==> config.mk <==
export PLATFORM = sky130hd
export DESIGN_NAME = dmem_port_arbiter
export DESIGN_NICKNAME = d
export VERILOG_FILES = /design/src/rtl/dmem_port_arbiter.sv
export SDC_FILE = /design/constraint.sdc
export NUM_CORES = 1
export LEC_CHECK = 0
export ABC_AREA = 1
export CORE_AREA = 2 2 117 119
export DETAILED_ROUTE_END_ITERATION = 8
export DIE_AREA = 0 0 119 121
export HOLD_SLACK_MARGIN = 0.12
export PLACE_DENSITY = 0.81
export SYNTH_ARGS = -nofsm -noshare
export SYNTH_HDL_FRONTEND = slang
export SYNTH_SLANG_ARGS = --single-unit
export TNS_END_PERCENT = 5
==> constraint.sdc <==
create_clock -name CLK -period 1.5 [get_ports CLK]
set_input_delay 0.15 -clock CLK [delete_from_list [all_inputs] [get_ports CLK]]
set_output_delay 0.15 -clock CLK [all_outputs]
set_load 0.01 [all_outputs]
==> src/rtl/dmem_port_arbiter.sv <==
// Two-requester arbiter for the single data memory port.
// Registered grant with round-robin tie-break and bounded hold.
module dmem_port_arbiter #(
   parameter int AW       = 32,
   parameter int DW       = 32,
   parameter int MAX_HOLD = 4
) (
   input  logic          CLK,
   input  logic          RESET,
   input  logic          r0_req,
   input  logic          r0_we,
   input  logic [AW-1:0] r0_addr,
   input  logic [DW-1:0] r0_wdata,
   output logic          r0_gnt,
   output logic          r0_rvalid,
   output logic [DW-1:0] r0_rdata,
   input  logic          r1_req,
   input  logic          r1_we,
   input  logic [AW-1:0] r1_addr,
   input  logic [DW-1:0] r1_wdata,
   output logic          r1_gnt,
   output logic          r1_rvalid,
   output logic [DW-1:0] r1_rdata,
   output logic          mem_rd,
   output logic          mem_wr,
   output logic [AW-1:0] mem_addr,
   output logic [DW-1:0] mem_wdata,
   input  logic [DW-1:0] mem_rdata,
   output logic [1:0]    owner
);

   localparam int HW = (MAX_HOLD > 1) ? $clog2(MAX_HOLD) : 1;
   localparam logic [HW-1:0] HOLD_MAX = HW'(MAX_HOLD - 1);
   localparam logic [HW-1:0] HOLD_ONE = HW'(1);

   typedef enum logic [1:0] {
      IDLE = 2'b00,
      OWN0 = 2'b01,
      OWN1 = 2'b10
   } state_t;

   state_t        state_q, state_d;
   logic          last_q, last_d;
   logic [HW-1:0] hold_q, hold_d;
   logic          beat0, beat1;
   logic          hold_full;

   assign hold_full = (hold_q == HOLD_MAX);

   // State, last-owner and hold counter registers
   always_ff @(posedge CLK or negedge RESET) begin
      if (!RESET) begin
         state_q <= IDLE;
         last_q  <= 1'b1;
         hold_q  <= '0;
      end else begin
         state_q <= state_d;
         last_q  <= last_d;
         hold_q  <= hold_d;
      end
   end

   // Next-state: tie-break on last, preempt at hold limit, release on req drop
   always_comb begin
      state_d = state_q;
      last_d  = last_q;
      hold_d  = hold_q;
      unique case (state_q)
         IDLE: begin
            hold_d = '0;
            if (r0_req && r1_req) state_d = last_q ? OWN0 : OWN1;
            else if (r0_req)      state_d = OWN0;
            else if (r1_req)      state_d = OWN1;
         end
         OWN0: begin
            if (r0_req) begin
               if (hold_full && r1_req) begin
                  state_d = OWN1;
                  last_d  = 1'b0;
                  hold_d  = '0;
               end else if (!hold_full) begin
                  hold_d = hold_q + HOLD_ONE;
               end
            end else begin
               state_d = r1_req ? OWN1 : IDLE;
               last_d  = 1'b0;
               hold_d  = '0;
            end
         end
         OWN1: begin
            if (r1_req) begin
               if (hold_full && r0_req) begin
                  state_d = OWN0;
                  last_d  = 1'b1;
                  hold_d  = '0;
               end else if (!hold_full) begin
                  hold_d = hold_q + HOLD_ONE;
               end
            end else begin
               state_d = r0_req ? OWN0 : IDLE;
               last_d  = 1'b1;
               hold_d  = '0;
            end
         end
         default: state_d = IDLE;
      endcase
   end

   // Grant decode and memory port mux from the owner's live inputs
   always_comb begin
      r0_gnt    = (state_q == OWN0);
      r1_gnt    = (state_q == OWN1);
      owner     = state_q;
      beat0     = r0_gnt & r0_req;
      beat1     = r1_gnt & r1_req;
      mem_rd    = (beat0 & ~r0_we) | (beat1 & ~r1_we);
      mem_wr    = (beat0 & r0_we) | (beat1 & r1_we);
      mem_addr  = '0;
      mem_wdata = '0;
      unique case (1'b1)
         beat0: begin
            mem_addr  = r0_addr;
            mem_wdata = r0_wdata;
         end
         beat1: begin
            mem_addr  = r1_addr;
            mem_wdata = r1_wdata;
         end
         default: ;
      endcase
   end

   // Read return: one-cycle rvalid, rdata held until the next read
   always_ff @(posedge CLK or negedge RESET) begin
      if (!RESET) begin
         r0_rvalid <= 1'b0;
         r1_rvalid <= 1'b0;
         r0_rdata  <= '0;
         r1_rdata  <= '0;
      end else begin
         r0_rvalid <= beat0 & ~r0_we;
         r1_rvalid <= beat1 & ~r1_we;
         if (beat0 & ~r0_we) r0_rdata <= mem_rdata;
         if (beat1 & ~r1_we) r1_rdata <= mem_rdata;
      end
   end

endmodule

==> results.toml <==
[detailed_routing]
wl_per_cell_um = 20.14
via_count = 4141
avgViaCountPerCell = 4.727
ant_nets = 0
drcViolationCount = 0
drt_first_iter_violations = 355
routed_wl_um = 17640
drtPass1Iterations = 4

[status]
outcome = "finished with violations"
violations = "setup timing"

[synthesis]
netlist_area_um2 = 3642
yosys_warnings = 0
yosys-top-cells-area = "dfrtp_1, a22o_1, nand2_1"
synth.yosys.seq_area_share = 0.4881
syn_avg_cell_area_um2 = 9.765
synth_cell_types = 21
syn_nets = 543
synth_top_area_share = 0.4809
yosys.area.top_type = "dfrtp_1"
synth_cells = 373
ys_ff_latch = 71

[final_layout]
post_route_cells_drive_above_1_share = 0.2445
fill_cells = 1156
final_common_cell = "clkdlybuf4s50_1"
finalNonFillerCells = 876
fin_util = 0.5533
final_area_um2 = 7239
area_growth_pct = 98.76
final_cell_mix = "clkdlybuf4s50_1, nand2_1, dfrtp_1"
layout.nets = 853

[power_and_ir_drop]
irDropWorstVdd_uv = 1236
leakage_nw = 3.410
powerDensity_nw_per_um2 = 1638

[timing]
finalHoldViolations = 0
fin_crit_sh = 1.262
skew_ns = 0.004659
fin_setup_tns_ns = -26.49
worst_pin_slew_ns = 0.3657
relSlewSlack = 0.7562
fin_ws_ns = -0.3924
finalMaxSlewViolations = 0
holdWs_ns = 0.2788
rsz0062_at_grt = "true"
fin_crit_ns = 1.892
fmax_ghz = 0.5284
setup_violations = 130

[place]
dp_cells = 841
hpwl_um = 13610
place_congestion = 0.9580
dpl_cell_area_um2 = 6843
io_buffers = 301

[clocking]
clk_latency_ns = 0.33
cts_buffer_depth = 2
numClockSinks = 71
cts-buffers-inserted = 9
clockRootBuffer = "clkbuf_16"
post_cts_buffers = 0
htree_num_levels = 3
clk_pin_slew_ns = 0.06
cts_tree = "yes"

[setup_path]
startpoint_type = "register"
crit_type = "reg -> out"
worstSetupEndpoint = "mem_wdata[6]"
cp-startpoint = "owner[0]$_DFFE_PN0P_"
critPathCaptureType = "primary output"
cpPeakStageDelay_ns = 0.42
path_cells = "buf_6, ha_4, nand2_4, inv_8, clkbuf_16, a22o_4, buf_6"
required_ns = 1.35
r2r-end = "r0_rdata[10]$_DFFE_PN0P_"
crit_slowest_cell = "dfrtp_2"
cpMostUsedCell = "buf_6"
rrSetupSlack_ns = -0.11
crit_fanout = 6
rr_worst_depth = 9
crit_arrival_ns = 1.74
rr_startpoint = "owner[0]$_DFFE_PN0P_"

[floorplan]
die_area_um2 = 14400
core_area_um2 = 13090
start_util = 0.2784
rows = 42
pin_count = 302
die_w_um = 119
die_y_um = 121

[run]
drv_cap = 0

[global_route]
grt_max_degree = 65
grt_pass1_vias = 4134
grt_pass1_wl_um = 25290
antenna_found_initial = 13
grt_overflow = 0
track_usage = 0.2377

[min_path]
worstHoldPathType = "in -> async"
logic make-up after synthesis:
logic type / synth area share
buffers and inverters: 0.1082
adder cells (fa/ha/maj): 0.01374
AND/OR/NAND/NOR: 0.1007
AO/OA/AOI/OAI: 0.2893
flip-flops: 0.4881
final cells by class:
type,count,area (um2),share of cell area
Inverter,41,168.9,0.02333
Timing Repair Buffer,327,3149,0.4350
Multi-Input combinational cell,233,1590,0.2197
Antenna cell,13,32.53,0.004494
Clock inverter,5,58.81,0.008123
Tap cell,176,220.2,0.03042
Clock buffer,10,239.0,0.03301
Sequential cell,71,1780,0.2459
what timing repair did:
item,4_1_cts,5_1_grt
pin swaps,2,3
endpoints found under the setup margin,139,137
hold endpoints to repair,57,0
gates cloned,5,1
hold buffers,1,0
gates resized for setup,314,12
worst max-delay path: cells and delay by family, from the launching register on:
kind | cells | cell delay (ns)
buf+inv | 4 | 0.48
flops | 1 | 0.42
compound gates | 1 | 0.26
fa+ha+maj | 1 | 0.16
simple gates | 1 | 0.08
state kept, by name, summed over array words and instances (netlist names):
register   count
r0_rvalid      1
last_q         1
r1_rvalid      1
r1_rdata      32
r0_rdata      32
owner          2
hold_q         2
synthesized netlist by cell type, drive strengths merged:
master,number
nand2,81
dfrtp,70
o21ai,70
a22o,65
inv,41
buf,26
nor2,6
ha,4
nand3,4
a21oi,2
clkbuf,2
dfstp,1
nand3b,1
power breakdown:
group / total [mW] / internal [mW] / switching, mW
logic: 6.41 / 3.53 / 2.88
registers: 3.33 / 2.81 / 0.523
clock network: 2.12 / 1.32 / 0.795
total: 11.9 / 7.66 / 4.19
stage by stage:
stage,setup WS (ns),power (mW)
floorplan,0.006172,5.974
global placement,-0.4768,9.445
detailed placement,-0.5050,9.627
CTS,-0.4288,11.88
global route,-0.4399,12.55
finish,-0.3924,11.86
how the worst min path moves through the flow:
| stage | start | endpoint | slack [ns] | cells past startpoint |
|---|---|---|---|---|
| 2_1_floorplan | RESET | hold_q[0]$_DFFE_PN0P_ | -0.15 | 0 |
| 3_3_place_gp | RESET | r1_rdata[29]$_DFFE_PN0P_ | 0.1 | 1 |
| 3_5_place_dp | RESET | r1_rdata[29]$_DFFE_PN0P_ | 0.10 | 1 |
| 4_1_cts | RESET | r1_rvalid$_DFF_PN0_ | 0.30 | 2 |
| 5_1_grt | RESET | r0_rdata[29]$_DFFE_PN0P_ | 0.31 | 2 |
| 6_report | RESET | r0_rdata[29]$_DFFE_PN0P_ | 0.28 | 2 |
per-layer routing:
metal  global-route usage  part of all wire
met3               0.1212              0.12
met1               0.2815              0.39
met2               0.3732              0.47
met5                    0            0.0023
met4              0.08036             0.021
Power figures use the tool's default switching activity.
